`src/rtl/prio_enc_queue.sv`:
```
// Registered priority encoder with a pending set and a valid/ready output register.
// Define PRIO_RR_EN for round-robin selection. The default build uses fixed priority, highest index wins.
module prio_enc_queue #(
   parameter  int N_REQ = 8,
   localparam int IDX_W = $clog2(N_REQ)
) (
   input  logic             clk,
   input  logic             rst_n,
   input  logic [N_REQ-1:0] req_i,
   input  logic             flush_i,
   output logic             out_valid,
   output logic [IDX_W-1:0] out_idx,
   input  logic             out_ready,
   output logic [IDX_W:0]   pend_cnt,
   output logic             merge_o
);

   logic [N_REQ-1:0] pending;
   logic [N_REQ-1:0] cand;
   logic [N_REQ-1:0] clr_mask;
   logic [N_REQ-1:0] pending_next;
   logic [IDX_W-1:0] sel;
   logic [IDX_W:0]   cnt_next;
   logic             issue;
   logic             merge_next;

   assign cand  = pending | req_i;
   assign issue = (|cand) && (!out_valid || out_ready) && !flush_i;

`ifdef PRIO_RR_EN
   logic [IDX_W-1:0] ptr;

   // Walk downward from ptr with wrap-around; the first set candidate wins.
   always_comb begin
      int   k;
      logic found;
      sel   = '0;
      found = 1'b0;
      k     = 0;
      for (int i = 0; i < N_REQ; i++) begin
         k = int'(ptr) - i;
         if (k < 0) k = k + N_REQ;
         if (!found && cand[IDX_W'(k)]) begin
            found = 1'b1;
            sel   = IDX_W'(k);
         end
      end
   end

   // Pointer moves just below the winner so the winner drops to lowest priority.
   always_ff @(posedge clk or negedge rst_n) begin
      if (!rst_n)
         ptr <= IDX_W'(N_REQ - 1);
      else if (issue)
         ptr <= (sel == '0) ? IDX_W'(N_REQ - 1) : sel - 1'b1;
   end
`else
   // Later (higher) indices overwrite earlier ones, so the highest set bit wins.
   always_comb begin
      sel = '0;
      for (int i = 0; i < N_REQ; i++) begin
         if (cand[IDX_W'(i)]) sel = IDX_W'(i);
      end
   end
`endif

   assign clr_mask     = issue ? (N_REQ'(1) << sel) : '0;
   assign pending_next = cand & ~clr_mask;
   assign merge_next   = |(req_i & pending & ~clr_mask);

   always_comb begin
      cnt_next = '0;
      for (int i = 0; i < N_REQ; i++) begin
         cnt_next = cnt_next + (IDX_W+1)'(pending_next[IDX_W'(i)]);
      end
   end

   // Flush clears everything but out_idx, which keeps its last value.
   always_ff @(posedge clk or negedge rst_n) begin
      if (!rst_n) begin
         pending   <= '0;
         out_valid <= 1'b0;
         out_idx   <= '0;
         pend_cnt  <= '0;
         merge_o   <= 1'b0;
      end else if (flush_i) begin
         pending   <= '0;
         out_valid <= 1'b0;
         pend_cnt  <= '0;
         merge_o   <= 1'b0;
      end else begin
         pending  <= pending_next;
         pend_cnt <= cnt_next;
         merge_o  <= merge_next;
         if (issue) begin
            out_valid <= 1'b1;
            out_idx   <= sel;
         end else if (out_valid && out_ready) begin
            out_valid <= 1'b0;
         end
      end
   end

endmodule

```
`config.mk`:
```
export PLATFORM = sky130hd
export DESIGN_NAME = prio_enc_queue
export DESIGN_NICKNAME = d
export VERILOG_FILES = /design/src/rtl/prio_enc_queue.sv
export SDC_FILE = /design/constraint.sdc
export NUM_CORES = 1
export LEC_CHECK = 0
export ABC_CLOCK_PERIOD_IN_PS = 2700
export BUFFER_PORTS_ARGS = -buffer_cell sky130_fd_sc_hd__buf_2
export CORE_AREA = 5 5 42 44
export CTS_CLUSTER_DIAMETER = 80
export DETAILED_ROUTE_END_ITERATION = 12
export DIE_AREA = 0 0 47 49
export PLACE_DENSITY = 0.8
export SETUP_SLACK_MARGIN = 0.05
export SKIP_CTS_REPAIR_TIMING = 1
export SLEW_MARGIN = 10
export SYNTH_ARGS = -nofsm -noshare
export SYNTH_HDL_FRONTEND = slang
export SYNTH_SLANG_ARGS = --single-unit
```
`constraint.sdc`:
```
create_clock -name clk -period 2.7 [get_ports clk]
set_input_delay 0.135 -clock clk [delete_from_list [all_inputs] [get_ports clk]]
set_output_delay 0.135 -clock clk [all_outputs]
set_load 0.005 [all_outputs]
```
* Word-level counts from Yosys, hierarchy flattened
Index checks and enable logic that the tools add are counted.
** Storage, ports and cells
- Flip-flop bits (word level) :: 17
- Bits of input ports :: 12
** Cells by class
- Shift-type cells :: 1
- Mux-type cells :: 10
- Bitwise operators :: 6
- Reductions and logical operators :: 10
** Operators by type and width (number)
- AND 8 bit :: 3
- two-way mux 8 bit :: 2
- OR reduction 8 bit :: 2
- NOT 8 bit :: 1
- bitwise OR 8 bit :: 1
- << shifter 1 x 3 -> 8 bit, first input constant :: 1
- two-way mux 1 bit :: 5
- two-way mux 2 bit :: 2
- two-way mux 4 bit :: 1
- logical AND 1 bit :: 3
- nonzero test 3 bit :: 1
- zero test 1 bit :: 2
- AND reduction 2 bit :: 1
- logical OR 1 bit :: 1
- NOT 1 bit :: 1

* Logic depth before layout (Yosys ltp)
Gate-level depths: netlist of the first run.
- Depth in word-level cells :: 10
- Depth in mapped cells :: 4
- Mapped depth without buffers :: 4

* Least setup slack after synthesis of the first run
Ideal clock, no wire load.
- Path kind :: register to register
- From :: register pending[3]
- To :: register out_idx[0]
- Setup time :: 0.125 ns
- Arrival time :: 1.351 ns
- Slack :: 1.224 ns
- Cell stages (with the launch flop) :: 5
- Period minus slack after synthesis :: 1.476 ns
- Cell sequence :: dfrtp_1 nor4_4 and4_4 nor3_2 mux2_4
** On the way
- Word-level cells in the longest chain between the ends :: 5
- Elaborated cells between the ends (all ways) :: 6
- Classes of those cells :: 1 x mux; 1 x bitwise; 4 x reduce/logical
** Ends and longest elaborated chain
- start, declared :: RTL line 18 : logic [N_REQ-1:0] pending;
- start signal, assigned :: RTL line 92 : pending <= pending_next;
- bitwise OR 8 bit (*) :: RTL line 27 : assign cand = pending | req_i;
- OR reduction 8 bit :: RTL line 28 : assign issue = (|cand) && (!out_valid || out_ready) && !flush_i;
- logical AND 1 bit (2 in a row) :: RTL line 28
- AND reduction 2 bit (no line)
- end signal, assigned :: RTL line 97 : out_idx <= sel;
- end, declared :: RTL line 12 : output logic [IDX_W-1:0] out_idx,
Every way passes the cells marked *; elsewhere a longest branch is shown, timed or not.
A chain may end at the register's enable or synchronous reset.

* Final worst setup path of the first run
Ends and elaborated chain as after synthesis.

==> results of run 1 <==
flip-flops by register name (all words and copies together) (netlist names):
register / count
merge_o: 1
out_idx: 2
out_valid: 1
pending: 8
tightest hold or removal path, delay by kind of cell:
| kind | cells | cell delay, ns |
|---|---|---|
| simple gates | 2 | 0.11 |
| buf+inv | 1 | 0.10 |
cells in the final DEF, fill, tap and decap left out, types with 2 or more instances in the layout:
master | synthesis | routed
sky130_fd_sc_hd__a21oi_1 | 2 | 2
sky130_fd_sc_hd__nand2_1 | 2 | 2
sky130_fd_sc_hd__a211oi_1 | 2 | 2
sky130_fd_sc_hd__buf_2 | 0 | 15
sky130_fd_sc_hd__dfrtp_1 | 12 | 12
sky130_fd_sc_hd__nor2_1 | 12 | 12
sky130_fd_sc_hd__nor4_1 | 3 | 3
sky130_fd_sc_hd__a22oi_1 | 3 | 3
sky130_fd_sc_hd__clkbuf_4 | 0 | 3
sky130_fd_sc_hd__conb_1 | 1 | 5
cell type report:
cell class / count / area, um^2 / share of cell area
inverter: 1 / 3.75 / 0.00533
clock buffer: 3 / 22.5 / 0.0320
tap: 16 / 20.0 / 0.0284
timing repair buffer: 16 / 85.1 / 0.121
sequential: 12 / 300 / 0.426
multi-input combinational: 44 / 273 / 0.387
per-layer routing:
metal / vias to the layer above / track usage / part of all wire
li1: 245 / - / -
met1: 238 / 0.149 / 0.41
met2: 17 / 0.172 / 0.51
met3: 0 / 0.0590 / 0.078
met4: 0 / 0.0276 / 0
met5: - / 0 / 0
worst paths after layout:
kind	depth (start not counted)	slack, ns	startpoint	endpoint
max in group asynchronous	2	2.22	rst_n	pending[2]
hold / removal	3	0.11	req_i[4]	pending[4]
min in group asynchronous	2	0.27	rst_n	pending[1]
setup reg to reg	4	1.11	pending[3]	out_idx[0]
setup / recovery	4	1.11	pending[3]	out_idx[0]
hold reg to reg	1	0.52	out_idx[0]	out_idx[0]
kinds of logic (layout without fill, tap and decap cells):
logic type	after synthesis	after routing	share of synthesized area
compound gates	13	13	0.151
buf+inv	7	20	0.0747
flops	12	12	0.498
mux	2	2	0.0415
other cells	1	5	0.00622
simple gates	24	24	0.228
stage by stage:
| step | setup slack [ns] | util | area [um^2] |
|---|---|---|---|
| 2_1_floorplan | 1.22 | - | 618 |
| 4_1_cts | 1.11 | 0.496 | 694 |
| 6_report | 1.11 | 0.503 | 704 |
| 3_5_place_dp | 1.12 | 0.479 | 672 |
| 3_3_place_gp | 1.18 | 0.479 | 672 |
| 5_1_grt | 1.07 | 0.503 | 704 |
power by group through the flow:
stage	Clock (mW)	Combinational (mW)	Sequential (mW)
floorplan	0	0.0381	0.207
global placement	0	0.0607	0.207
detailed placement	0	0.0625	0.207
CTS	0.109	0.0628	0.204
global route	0.119	0.0717	0.206
finish	0.105	0.0628	0.204
==> results.md, run 1 <==
STA:
- The count of final max-slew check failures came to 0.
- The worst hold margin is 0.114 ns.
- Setup violations remaining at the end of the flow were counted as 0.
- Summed over all failing endpoints, the final setup total negative slack is 0 ns.
- Setup repair after global routing left no endpoint under its margin.
- The achievable clock frequency is 631 MHz.
- Dividing the final minimum period by the clock period gives 0.587.
- The number of hold violations in the final report is 0.
- The clock skew after layout is 0.000813 ns.
- The post-layout minimum cycle time is 1.59 ns.

CTS:
- The clock latency of the later-clocked register in the worst-skew pair is 0.26 ns.
- CTS built an H-tree with a depth of 1.
- The count of clock tree sinks is 12.
- Clock-pin slew was measured on the worst setup and hold paths at 0.07 ns.
- The root buffer cell chosen for the clock tree is sky130_fd_sc_hd__clkbuf_4.
- The number of clock buffers added by TritonCTS is 3.
- TritonCTS built the clock tree.
- Counting along the longest clock path gives a buffer depth of 2.

Die:
- The count of boundary I/O pins is 21.
- The initialized floorplan defines 14 standard-cell rows.
- The height of the die is 49 um.
- The starting density of the core is 0.430.
- The die covers 2300 um^2.
- From left edge to right edge, the die measures 47 um.
- The area of the core is 1400 um^2.

Logic synthesis:
- The total number of yosys warnings is 0.
- The largest total area in the synthesized netlist belongs to sky130_fd_sc_hd__dfrtp_1.
- Of the post-synthesis cell area, the dominant cell type holds 0.498.
- After synthesis the cells add up to 603 um^2.
- The most used flip-flop cell after synthesis is sky130_fd_sc_hd__dfrtp_1.
- Yosys attributes the largest share of cell area to sky130_fd_sc_hd__dfrtp_1, sky130_fd_sc_hd__nor2_1, sky130_fd_sc_hd__buf_4.
- After synthesis, the most frequently instantiated cells are sky130_fd_sc_hd__dfrtp_1, sky130_fd_sc_hd__nor2_1, sky130_fd_sc_hd__buf_4, sky130_fd_sc_hd__a22oi_1, sky130_fd_sc_hd__nor4_1.
- The count of mapped cells out of synthesis is 59.
- The count of flip-flops with a built-in enable after synthesis is 0.
- The share of the Yosys chip area taken by registers is 0.498.
- The number of distinct standard cells referenced by the synthesized netlist is 26.
- Dividing the synthesized area by the synthesized cell count gives 10.2 um^2.
- The share of async-settable or async-resettable flops after synthesis is 1.00.
- Counting flops and latches in the post-synthesis netlist gives 12.

GRT:
- Entering global routing, the biggest net connects 13 pins.
- The number of global-route vias before repair is 463.
- The initial antenna violation count was 0.
- In the global route stage, overall resource usage came out at 0.116.
- The global-route wire length before repair is 1950 um.
- The aggregate global routing overflow is 0.

Route:
- The first detailed-routing pass took 4 iterations.
- Dividing the detail-routed wire length by the instance count gives 13.1 um.
- The final layout contains routed wiring with a total length of 1210 um.
- The per-cell via count in the routed design is 5.43.
- The number of DRC violations after detailed routing is 0.
- In this run the remaining antenna-violating nets after routing total 0.
- The number of vias after detailed routing is 500.
- In this run, the number of DRC markers left after iteration 0 of detailed routing was 6.

Finish:
- The ratio of cells with drive above 1 in the final layout is 0.289.
- After filler insertion, the fill cell instance count of the layout stands at 144.
- Leaving out filler cells and counting taps, the final layout contains 92.
- The post-synthesis to final-layout area growth is 16.8%.
- The repair_antennas step left the layout with diodes totalling 0.
- The final layout contains 90 nets.

Pwr:
- Of the total power, combinational logic draws 0.169.
- Summed over all nets, the switching power comes to 97.2 uW.
- The power density of the placed cells is 527 nW/um^2.
- The reported leakage power is 0.330 nW.
- The overall power of the completed layout is 371 uW.
- Of the total power, the clock network draws 0.282.
- The switching part of the total is 0.262.
- IR analysis of the VDD net gives a maximum drop of 0.426 mV.
- The portion of total power attributed to sequential cells is 0.549.
- The internal power of the cells totals 274 uW.

Setup path:
- The critical path arrival is 1.74 ns.
- The signal on the critical path passes through nor4_4 > and4_4 > nor3_2 > mux2_4.
- Broken down by cell family, the worst path's largest delay share belongs to simple AND/OR/NAND/NOR gates.
- The worst setup path is launched from a flip-flop.
- The worst setup path is captured at a flip-flop.
- The critical path contains buffers and inverters numbering 0 combined.
- Data on the critical path is required at its endpoint by 2.85 ns.
- The type of the worst setup path is reg -> reg.
- The critical-path cell with the highest stage delay is sky130_fd_sc_hd__dfrtp_1.
- The maximum fanout count along the critical path is 5.
- The peak per-stage delay on the critical path is 0.42 ns.

Placement:
- The placed cell count is 88.
- In this run the tool buffered the top-level ports with 15 buffer cells.
- Routability-driven placement finished with a final weighted congestion of 0.794.
- The detailed placement HPWL is 961 um.

Run:
- The number of maximum-capacitance constraint violations is 0.

Run status:
- The run finished with clean final reports.

Hold path:
- The min-delay analysis places its worst path in the category in -> reg.
(Power assumes the default switching activity.)
==> run 2: changes to the inputs <==
ABC_CLOCK_PERIOD_IN_PS = 1550   (was 2700)
CORE_AREA = not set   (was 5 5 42 44)
CORE_MARGIN = 5   (was not set)
CORE_UTILIZATION = 46   (was not set)
DIE_AREA = not set   (was 0 0 47 49)
PLACE_DENSITY = 0.81   (was 0.8)
clock period = 1.55 ns   (was 2.7 ns; I/O delays follow)
==> results.md, run 2 (same netlist as run 1, synthesis figures left out) <==
Run status:
- The run finished with clean final reports.

Setup path:
- The maximum fanout count along the critical path is 5 (unchanged).
- The required time of the critical path was 1.71 ns (-1.14 ns).
- The critical path arrival is 1.62 ns (-0.12 ns).
- The worst setup path is launched from a flip-flop.
- The type of the worst setup path is reg -> reg.
- STA classifies the critical path endpoint as a flip-flop.

Route:
- The average detailed-routed wire length per instance is 14.2 um (+7.8%).
- The per-cell via count in the routed design is 5.39 (-0.88%).
- The DRC violation total after the first TritonRoute iteration is 8 (+2).
- The number of vias after detailed routing is 501 (+0.20%).
- The number of DRC violations after detailed routing is 0 (unchanged).
- The first-pass iteration count of the detailed router is 4 (unchanged).
- The post-route antenna net violation count is 0 (unchanged).
- The sum of routed wire length over all layers came to 1320 um (+8.9%).

STA:
- The count of endpoints failing setup in the final report is 0 (unchanged).
- The number of hold violations in the final report is 0 (unchanged).
- The post-route setup TNS came to 0 ns (unchanged).
- The clock skew after layout is 0.00596 ns (+0.00515 ns).
- The count of final max-slew check failures is 0 (unchanged).
- The final worst-path cycle share is 0.941 (+0.354).
- Setup repair after global routing left no endpoint under its margin.
- The achievable clock frequency came to 685 MHz (+8.7%).
- The post-layout minimum cycle time came to 1.46 ns (-0.127 ns).

Finish:
- The design area is 726 um^2 (+3.0%).
- The utilization after layout is 0.572 (+0.0693).
- The number of diodes added for antenna fixing is 0 (unchanged).
- The number of nets in the layout is 91 (+1.1%).
- From synthesis to final layout, the design area changed by 20.3%.
- Leaving out fill and tap cells, the most frequent cell in the layout is sky130_fd_sc_hd__buf_2.
- The ratio of cells with drive above 1 in the final layout is 0.321 (+0.0310).
- Leaving out fill and tap cells, the most frequent cells in the layout are sky130_fd_sc_hd__buf_2, sky130_fd_sc_hd__nor2_1, sky130_fd_sc_hd__dfrtp_1.
- Ranked by flip-flop count, first place goes to pending.
- The sequential standard cell area is 302 um^2 (+0.42%).
- The count of filler cells inserted in the layout is 115 (-20%).
- The flip-flop count of the largest register, all copies and words added was 8 (unchanged).
- The total area of multi-input combinational cells is 273 um^2 (unchanged).
- The largest registers in the layout are pending: 8 flops, out_idx: 2 flops.

Pwr:
- The power density of the placed cells came to 991 nW/um^2 (+88%).
- The worst IR drop on VDD was 0.518 mV (+21%).
- The reported leakage power is 0.341 nW (+3.2%).

GRT:
- The initial antenna violation count came to 0 (unchanged).
- The overall global routing resource usage is 0.149 (+0.0326).
- The global-route wire length before repair is 2150 um (+10%).
- The number of global-route vias before repair is 460 (-0.65%).
- The aggregate global routing overflow is 0 (unchanged).
- The largest net degree at the start of global routing is 13 (unchanged).

Die:
- The standard-cell row count was 13 (-1).
- The area of the core is 1270 um^2 (-9.5%).
- The area enclosed by the die boundary is 2140 um^2 (-7.3%).
- The height of the die is 46.2 um (-5.7%).
- The die boundary width is 46.2 um (-1.7%).
- The count of boundary I/O pins is 21 (unchanged).
- The starting density of the core came to 0.475 (+0.0450).

CTS:
- The count of clock tree sinks was 12 (unchanged).
- The cell at the root of the clock tree is sky130_fd_sc_hd__clkbuf_4.
- The deepest level of the CTS H-tree came to 1 (unchanged).
- The number of buffers on the longest clock path was 2 (unchanged).
- The clock buffer count from CTS came to 3 (unchanged).
- The clock latency of the later-clocked register in the worst-skew pair is 0.28 ns (+0.02 ns).
- The clock slew seen by the registers of the worst setup and hold paths is 0.08 ns (about the same).
- The clock tree from TritonCTS is yes.

Placement:
- The weighted congestion at the end of routability-driven global placement is 0.795 (about the same).
- The detailed placement HPWL is 997 um (+3.7%).
- The number of I/O port buffers is 15 (unchanged).
- The placed instance area came to 678 um^2 (+0.93%).

Hold path:
- The class of the worst hold path is in -> reg.

Run:
- The number of maximum-capacitance constraint violations is 0 (unchanged).
run 2: cell types whose count changed in the layout (fill, tap and decap cells not counted):
cell,before,now
sky130_fd_sc_hd__buf_4,0,1
sky130_fd_sc_hd__clkbuf_8,0,1
sky130_fd_sc_hd__dfrtp_1,12,11
sky130_fd_sc_hd__dfrtp_2,0,1
run 2: cell type report:
class                           count  area share
Sequential cell                    12       0.416
Multi-Input combinational cell     44       0.376
Timing Repair Buffer               17       0.128
Clock buffer                        4      0.0500
Tap cell                           15      0.0259
Inverter                            1     0.00517
run 2: metal layers:
metal	part of all wire	GRT usage
met5	0	0
met4	0.022	0.0852
met3	0.062	0.0352
met2	0.50	0.231
met1	0.42	0.187
run 2: where the power goes:
group | switching (mW) | internal (mW) | leakage, nW
registers | 0.0188 | 0.338 | 0.146
logic | 0.0597 | 0.0524 | 0.174
clock network | 0.107 | 0.143 | 0.0210
total | 0.186 | 0.533 | 0.341
run 2: critical path, stage by stage (launching register included):
cell and delay (ns):
sky130_fd_sc_hd__dfrtp_2 0.45, sky130_fd_sc_hd__nor4_4 0.26, sky130_fd_sc_hd__and4_4 0.28, sky130_fd_sc_hd__nor3_2 0.06
sky130_fd_sc_hd__mux2_4 0.29
run 2: per-stage QoR:
| step | hold WS [ns] | cells | total power [mW] | worst slack [ns] |
|---|---|---|---|---|
| after CTS | -0.337 | 92 | 0.724 | 0.0787 |
| after floorplan | -0.218 | 63 | 0.426 | 0.0741 |
| final | 0.0449 | 93 | 0.719 | 0.0912 |
| after global placement | -0.0381 | 88 | 0.468 | 0.104 |
| after global routing | 0.0703 | 93 | 0.759 | 0.0544 |
| after detailed placement | -0.0353 | 88 | 0.471 | 0.0943 |
run 2: final timing paths:
| check | start | to | slack (ns) | depth (start not counted) |
|---|---|---|---|---|
| min in group asynchronous | rst_n | pending[7] | 0.20 | 2 |
| min reg2reg | out_idx[1] | out_idx[1] | 0.52 | 2 |
| min | req_i[7] | pending[7] | 0.04 | 3 |
| max | pending[2] | out_idx[0] | 0.09 | 4 |
| max in group asynchronous | rst_n | pending[2] | 1.11 | 2 |
| max reg2reg | pending[2] | out_idx[0] | 0.09 | 4 |
